File: config.mk
export PLATFORM = sky130hd
export DESIGN_NAME = pid_check_tracker
export DESIGN_NICKNAME = d
export VERILOG_FILES = /design/src/rtl/usb_pid_pkg.sv /design/src/rtl/pid_toggle_bank.sv /design/src/rtl/pid_check_tracker.sv
export SDC_FILE = /design/constraint.sdc
export NUM_CORES = 1
export LEC_CHECK = 0
export ABC_AREA = 1
export CORE_ASPECT_RATIO = 0.75
export CORE_MARGIN = 5
export CORE_UTILIZATION = 46
export DETAILED_ROUTE_END_ITERATION = 10
export GPL_TIMING_DRIVEN = 0
export PLACE_DENSITY = 0.78
export SLEW_MARGIN = 25
export SYNTH_ARGS = -nofsm -noshare
export SYNTH_HDL_FRONTEND = slang
export SYNTH_SLANG_ARGS = --single-unit
File: constraint.sdc
create_clock -name clk -period 1.7 [get_ports clk]
set_input_delay 0.255 -clock clk [delete_from_list [all_inputs] [get_ports clk]]
set_output_delay 0.255 -clock clk [all_outputs]
set_load 0.01 [all_outputs]
File: src/rtl/usb_pid_pkg.sv
// USB PID codes, class encoding and idle byte shared by the PID tracker.
// Build option: define USB_PID_STATS_EN to add the saturating error counter.
package usb_pid_pkg;

   typedef enum logic [3:0] {
      PID_OUT   = 4'h1,
      PID_ACK   = 4'h2,
      PID_DATA0 = 4'h3,
      PID_SOF   = 4'h5,
      PID_IN    = 4'h9,
      PID_NAK   = 4'hA,
      PID_DATA1 = 4'hB,
      PID_SETUP = 4'hD,
      PID_STALL = 4'hE
   } pid_e;

   typedef enum logic [1:0] {
      CLS_NONE   = 2'd0,
      CLS_TOKEN  = 2'd1,
      CLS_DATA   = 2'd2,
      CLS_HSHAKE = 2'd3
   } pid_cls_e;

   localparam logic [7:0] PID_BYTE_IDLE = 8'hFF;

   function automatic pid_cls_e pid_class(input logic [3:0] nib);
      pid_cls_e c;
      c = CLS_NONE;
      case (nib)
         PID_OUT, PID_IN, PID_SOF, PID_SETUP: c = CLS_TOKEN;
         PID_DATA0, PID_DATA1:                c = CLS_DATA;
         PID_ACK, PID_NAK, PID_STALL:         c = CLS_HSHAKE;
         default:                             c = CLS_NONE;
      endcase
      return c;
   endfunction

   function automatic logic pid_byte_ok(input logic [7:0] b,
                                        input logic [15:0] mask);
      return (b[7:4] == ~b[3:0]) && mask[b[3:0]];
   endfunction

endpackage

File: src/rtl/pid_toggle_bank.sv
// Per-endpoint expected DATA0/DATA1 toggle flops with advance/clear update.
// Out-of-range endpoint selects read as DATA0 and ignore updates.
module pid_toggle_bank
   import usb_pid_pkg::*;
#(
   parameter int NUM_EP = 4,
   parameter int EP_W   = (NUM_EP > 1) ? $clog2(NUM_EP) : 1
) (
   input  logic            clk,
   input  logic            n_rst,
   input  logic [EP_W-1:0] ep_sel,
   input  logic            toggle_adv,
   input  logic            toggle_clr,
   output logic            ep_ok,
   output logic            exp_tog
);

   logic [NUM_EP-1:0] tog;

   assign ep_ok = (32'(ep_sel) < NUM_EP);

   always_comb begin
      exp_tog = 1'b0;
      for (int i = 0; i < NUM_EP; i++) begin
         if (ep_sel == EP_W'(i)) exp_tog = tog[i];
      end
   end

   always_ff @(posedge clk or negedge n_rst) begin
      if (!n_rst) begin
         tog <= '0;
      end else begin
         for (int i = 0; i < NUM_EP; i++) begin
            if (ep_sel == EP_W'(i)) begin
               if (toggle_clr)      tog[i] <= 1'b0;
               else if (toggle_adv) tog[i] <= ~tog[i];
            end
         end
      end
   end

endmodule

File: src/rtl/pid_check_tracker.sv
// USB RX PID capture, validation, class decode and data-toggle checking.
// Build option: USB_PID_STATS_EN adds err_count / err_cnt_clr.
module pid_check_tracker
   import usb_pid_pkg::*;
#(
   parameter int          NUM_EP       = 4,
   parameter int          EP_W         = (NUM_EP > 1) ? $clog2(NUM_EP) : 1,
   parameter logic [15:0] ALLOWED_PIDS = 16'h6E0E
`ifdef USB_PID_STATS_EN
   ,
   parameter int          CNT_W        = 8
`endif
) (
   input  logic             clk,
   input  logic             n_rst,
   input  logic [7:0]       rcv_data,
   input  logic             pid_set,
   input  logic             pid_clear,
   input  logic [EP_W-1:0]  ep_sel,
   input  logic             toggle_adv,
   input  logic             toggle_clr,
   output logic [3:0]       pid,
   output logic             pid_valid,
   output logic             pid_err,
   output logic             is_token,
   output logic             is_data,
   output logic             is_hshake,
   output logic             toggle_err
`ifdef USB_PID_STATS_EN
   ,
   output logic [CNT_W-1:0] err_count,
   input  logic             err_cnt_clr
`endif
);

   logic [7:0] pid_byte;
   logic       ep_ok;
   logic       exp_tog;
   logic       new_ok;
   logic       new_data;
   logic       tog_err_d;
   pid_cls_e   cls;

   pid_toggle_bank #(
      .NUM_EP (NUM_EP),
      .EP_W   (EP_W)
   ) u_bank (
      .clk        (clk),
      .n_rst      (n_rst),
      .ep_sel     (ep_sel),
      .toggle_adv (toggle_adv),
      .toggle_clr (toggle_clr),
      .ep_ok      (ep_ok),
      .exp_tog    (exp_tog)
   );

   // Check of the incoming byte uses the pre-update toggle value.
   assign new_ok    = pid_byte_ok(rcv_data, ALLOWED_PIDS);
   assign new_data  = (pid_class(rcv_data[3:0]) == CLS_DATA);
   assign tog_err_d = new_ok && new_data && ep_ok &&
                      (rcv_data[3] != exp_tog);

   always_ff @(posedge clk or negedge n_rst) begin
      if (!n_rst) begin
         pid_byte   <= PID_BYTE_IDLE;
         pid_valid  <= 1'b0;
         toggle_err <= 1'b0;
      end else if (pid_set) begin
         pid_byte   <= rcv_data;
         pid_valid  <= 1'b1;
         toggle_err <= tog_err_d;
      end else if (pid_clear) begin
         pid_byte   <= PID_BYTE_IDLE;
         pid_valid  <= 1'b0;
         toggle_err <= 1'b0;
      end
   end

   assign pid     = pid_byte[3:0];
   assign pid_err = !pid_valid ||
                    !pid_byte_ok(pid_byte, ALLOWED_PIDS);
   assign cls     = pid_class(pid_byte[3:0]);

   always_comb begin
      is_token  = 1'b0;
      is_data   = 1'b0;
      is_hshake = 1'b0;
      if (!pid_err) begin
         unique case (1'b1)
            (cls == CLS_TOKEN):  is_token  = 1'b1;
            (cls == CLS_DATA):   is_data   = 1'b1;
            (cls == CLS_HSHAKE): is_hshake = 1'b1;
            default: ;
         endcase
      end
   end

`ifdef USB_PID_STATS_EN
   logic cnt_inc;

   assign cnt_inc = pid_set && (!new_ok || tog_err_d);

   always_ff @(posedge clk or negedge n_rst) begin
      if (!n_rst) begin
         err_count <= '0;
      end else if (err_cnt_clr) begin
         err_count <= '0;
      end else if (cnt_inc && (err_count != '1)) begin
         err_count <= err_count + 1'b1;
      end
   end
`endif

endmodule
* After elaboration in Yosys (flattened, before gate mapping) *
Memories as Yosys holds them, arrays and structs flattened.
Cells that the tools add are included.

word-level totals
  logic and storage cells = 68
  memories kept = 4
  memory bits (read-only) = 96
  register bits after elaboration = 14
  bits of input ports = 16

operators by class
  order comparisons = 2
  eq/ne operators = 10
  muxes and demuxes = 25
  reductions and logical operators = 14
  bitwise operators = 6

memories
  memory           depth  bits a word  rd ports  clocked after memory_dff  write ports  RTL line           RTL
  (no name shown)  16     2            1         0                         0            usb_pid_pkg.sv:29  case (nib)
  (no name shown)  16     2            1         0                         0            usb_pid_pkg.sv:29
  (no name shown)  16     1            1         0                         0            usb_pid_pkg.sv:40  return (b[7:4] == ~b[3:0]) && mask[b[3:0]];
  (no name shown)  16     1            1         0                         0            usb_pid_pkg.sv:40

operators by type and width
  cell                                                                          number
  1-bit two-way mux                                                             23
  8-bit two-way mux                                                             2
  2-bit == test, second input constant                                          5
  4-bit by 5-bit less-than comparator with 1-bit output, second input constant  2
  4-bit == test                                                                 2
  4-bit NOT                                                                     2
  2-bit AND reduction                                                           4
  2-bit by 1-bit == test with 1-bit output, second input constant               2
  1-bit logical AND                                                             4
  1-bit NOT                                                                     4
  2-bit nonzero test                                                            2
  1-bit zero test                                                               2
  2-bit zero test                                                               1
  1-bit logical OR                                                              1
  1-bit inequality test                                                         1

* Longest topological paths before layout *
  depth in word-level cells = 8
  gate-level depth with buffers = 9
  mapped depth without buffers = 9

* Cells and area by module *
From an unflattened synthesis, not the netlist that was laid out.

second synthesis, totals
  cells, all modules = 127
  area, all modules = 919.6 um^2

by module, submodules not included
  module             times used  cells an instance  area an instance (um^2)
  pid_check_tracker  1           88                 665.6
  pid_toggle_bank    1           39                 254.0

* Worst setup path before layout *
OpenSTA, ideal clock, no wires.

  path kind = flip-flop to output port
  start point = reg pid_byte[1]
  end point = out is_hshake
  stages on the path, launching flop included = 9
  buffers on the path = 0
  required time = 1.445 ns
  slack = 0.012 ns
  data arrival time = 1.433 ns
  cells stage by stage = dfstp_2 -> inv_1 -> ha_1 -> nand2_1 -> nand2_1 -> nand2_2 -> nor2_4 -> nand2_2 -> nor2_1

between the ends
  word-level cells in the longest chain between the ends = 6
  elaborated cells on any way between the ends = 11
  those cells by class = 2 x eq/ne; 3 x mux; 1 x bitwise; 3 x reduce/logical; 2 x memory

ends and longest elaborated chain
  element                                                                   RTL line                 RTL
  start: declaration                                                        pid_check_tracker.sv:36  logic [7:0] pid_byte;
  start signal: assignment                                                  pid_check_tracker.sv:69  pid_byte <= rcv_data;
  memory read 16 x 1 bit or 4-bit NOT (tied branches)                       n/a
  1-bit two-way mux (implied by the code) or 4-bit == test (tied branches)  usb_pid_pkg.sv:40
  1-bit logical AND (*)                                                     usb_pid_pkg.sv:40
  1-bit zero test (*)                                                       pid_check_tracker.sv:81  !pid_byte_ok(pid_byte, ALLOWED_PIDS);
  1-bit logical OR (*)                                                      pid_check_tracker.sv:80  assign pid_err = !pid_valid ||
  named net pid_err                                                         pid_check_tracker.sv:24  output logic pid_err,
  1-bit two-way mux (*)                                                     pid_check_tracker.sv:88  if (!pid_err) begin
  end: declaration                                                          pid_check_tracker.sv:27  output logic is_hshake,

Mark *: on every way through the listed nets, which the timed path passes. The rest lies on a longest branch. The select of a mux whose other input is x is not followed.

* Worst setup path after layout *
  start point = reg pid_byte[1]
  end point = out is_data

between the ends
  word-level cells in the longest chain between the ends = 6
  elaborated cells on any way between the ends = 11
  those cells by class = 2 x eq/ne; 3 x mux; 1 x bitwise; 3 x reduce/logical; 2 x memory

ends and longest elaborated chain
  element                                                                   RTL line                 RTL
  memory read 16 x 1 bit or 4-bit NOT (tied branches)                       n/a
  1-bit two-way mux (implied by the code) or 4-bit == test (tied branches)  usb_pid_pkg.sv:40
  1-bit logical AND                                                         usb_pid_pkg.sv:40
  1-bit zero test                                                           pid_check_tracker.sv:81
  1-bit logical OR                                                          pid_check_tracker.sv:80
  1-bit two-way mux (*)                                                     pid_check_tracker.sv:88
  end: declaration                                                          pid_check_tracker.sv:26  output logic is_data,

Every way passes the cells marked *; elsewhere a longest branch is shown, timed or not. The select of a mux whose other input is x is not followed.

==> results.yml <==
worst_setup_path:
  crit_path_start_kind: "flop"
  critPathRequiredTime_ns: 1.44
  slowest_stage: "dfstp_2"
  rr_startpoint: "pid_byte[1]"
  crit_top_cell: "nand2_2"
  path_cells: "inv_4 -> ha_4 -> nand2_2 -> nand2_2 -> nand2_2 -> nor2_4 -> nand3_2 -> nor2_1 -> buf_2"
  end_kind: "primary output"
  cp.buffers_inverters: 2
  regToRegEndpoint: "pid_byte[1]"
  reg2reg_slack_ns: 0.73
  path_class: "flop to primary output"
  crit_fanout: 2
  r2r_cells: 3
  max_stage_delay_ns: 0.57
  cp_top_family: "flip-flops"
  worstPathArrival_ns: 1.71
global_routing:
  grt-ovfl-total: 0
  grt_pass1_wl_um: 3590
  grt.total_usage_pct: 17.0
  grt_pass1_vias: 815
  antenna_found_initial: 0
  grt_max_degree: 15
die:
  num_rows: 13
  die_w_um: 61.0
  core_um2: 1790
  boundaryPins: 26
  start_util_pct: 50.2
  die_h_um: 48.3
  die-area_um2: 2950
layout:
  post-route-util_pct: 69.4
  area_growth_pct: 38.3
  fillerInstances: 149
  final_cells: 171
  drive_gt1_share_pct: 26.8
  regArea_um2: 360
  fin_nets: 171
  n_antenna_cell: 0
  multi_input_area_um2: 444
synthesis:
  avgSynthCellArea_um2: 7.68
  synth_flop_cell: "dfstp_2"
  synth_area_um2: 898
  yosys_warnings: 0
  postSynthCellCount: 117
  async_flop_share_pct: 100
  ys_seq_elements: 14
  syn-num-nets: 138
  synth-seq-area-share_pct: 40.1
  yosysUniqueCellTypes: 20
  synth_edf_count: 0
power:
  internal_power_w: 0.000613
  power_frac_clock_pct: 28.4
  peakVddDrop_mv: 0.664
  p_seq_share_pct: 45.3
  p_leak_nw: 0.616
  p_per_area_nw_per_um2: 701
  p_sw_share_pct: 29.6
  combPwrFrac_pct: 26.3
  switching_power_w: 0.000258
  power_w: 0.000871
clock_network:
  cts.path.max_buffers: 2
  cts_tree: "done"
  clock_latency_ns: 0.29
  cts_buffers: 3
  cts_sinks: 14
  htree_levels: 1
  hold_buffers: 0
  clk_pin_slew_ns: 0.09
  root_buffer: "clkbuf_4"
timing:
  skew_ns: 0.00475
  max_freq_mhz: 510
  setup_viol_count_final: 4
  min_period_ns: 1.96
  maxSlewHeadroom_pct: 57.3
  setup_slack_ns: -0.261
  finalMaxSlewViolations: 0
  hold_viol: 0
  tns_ns: -0.968
  rsz0062_at_grt: "true"
  finalCritPeriodShare_pct: 115
  worst_pin_slew_ns: 0.639
drt:
  route.detailed.drc: 0
  first_pass_iters: 5
  vias_per_cell: 4.91
  ant_nets: 0
  wl_um: 2160
  drt_iter0_markers: 27
  wl_per_cell_um: 12.6
  via_count: 839
hold_path:
  hold_end: "pid_byte[5]"
  hold_class: "input port to flop"
  min_from: "pid_set"
  hold_path_depth: 2
place:
  port_buffers: 24
  dp_cells: 163
  globalplace.congestion: 0.826
  hpwl_um: 1670
  dp_slack_ns: -0.551
job:
  maxCapViolCount: 0
outcome:
  status: "finished with violations"
  violations: "setup timing"
[how the worst max path moves through the flow]
stage | start | to | cells past startpoint | slack, ns
CTS | pid_byte[0] | is_data | 9 | -0.29
finish | pid_byte[1] | is_data | 9 | -0.26
floorplan | pid_byte[1] | is_hshake | 8 | 0.01
global placement | pid_byte[0] | is_data | 9 | -0.49
global route | pid_byte[0] | is_hshake | 9 | -0.39
detailed placement | pid_byte[0] | is_data | 9 | -0.55
[placed cells by master, fill, tap and decap left out]
master and count:
o22ai_1 4, o21ai_1 1, a21oi_1 5, nand3_1 7
ha_1 4, buf_4 9, dfstp_2 8, clkdlybuf4s50_1 16
xor2_1 2, xor2_2 1, buf_2 4, nor2_2 1
nor3_1 6, clkbuf_8 1, a22oi_1 4, nor2_1 11
dlygate4sd2_1 4, inv_4 2, nand2_2 4, nand2_1 18
clkbuf_4 3, nor2_4 1, o21ai_2 1, inv_1 18
o21ai_0 3, dfrtp_1 6, ha_4 1, nand3_2 1
inv_2 3
[kinds of logic after synthesis]
| group | count (synthesis) | share of synthesized area [%] |
|---|---|---|
| fa+ha+maj | 5 | 6.96 |
| buf+inv | 28 | 13.8 |
| xor+xnor | 3 | 2.93 |
| flops | 14 | 40.1 |
| compound gates | 18 | 12.1 |
| simple gates | 49 | 24.1 |
[cell type report]
class	count	area share, %
multi-input cells	75	35.8
inverters	23	7.35
flip-flops and latches	14	29.0
clock buffers	4	2.92
well taps	22	2.22
repair buffers	28	19.7
plain buffers	5	3.02
[layer usage]
layer / up-vias / part of all wire, % / track usage [%]
met5: - / 0 / 0
li1: 433 / - / -
met1: 380 / 46 / 21.2
met3: 0 / 6.5 / 5.56
met2: 26 / 48 / 29.1
met4: 0 / 0 / 3.90
[worst register-to-register path, stage by stage (launching register included)]
cell and delay (ns):
dfstp_2 0.57, inv_4 0.04, buf_4 0.14, a22oi_1 0.15
[state kept, by name, summed over array words and instances (netlist names)]
signal	count
u_bank.tog	4
toggle_err	1
pid_byte	8
pid_valid	1
[repair_timing]
action                     4_1_cts  5_1_grt
pin swaps                        4        2
setup endpoints to repair        8        4
buffers inserted                 4        0
hold endpoints to repair         0        0
resized for setup               26        3
[Yosys cell counts (4+ instances only)]
cell type | n | area share [%]
nand3_1 | 8 | 4.5
a22oi_1 | 4 | 3.3
nor3_1 | 6 | 3.3
o22ai_1 | 4 | 2.8
dfstp_2 | 8 | 23
nor2_1 | 11 | 4.6
buf_4 | 5 | 4.2
ha_1 | 5 | 7.0
a21oi_1 | 5 | 2.8
nand2_1 | 20 | 8.4
inv_1 | 20 | 8.4
dfrtp_1 | 6 | 17
[per-stage QoR]
step / area, um2 / hold slack, ns
floorplan: 898 / -0.0406
global placement: 1170 / 0.463
detailed placement: 1170 / 0.464
CTS: 1230 / 0.181
global route: 1240 / 0.190
finish: 1240 / 0.182
[power groups by stage]
| stage | clock [W] | sequential [W] | combinational [W] |
|---|---|---|---|
| floorplan | 0 | 0.000395 | 0.000123 |
| global placement | 0 | 0.000398 | 0.000204 |
| detailed placement | 0 | 0.000400 | 0.000211 |
| CTS | 0.000251 | 0.000393 | 0.000226 |
| global route | 0.000268 | 0.000398 | 0.000258 |
| finish | 0.000248 | 0.000394 | 0.000229 |
(Power assumes the default switching activity.)
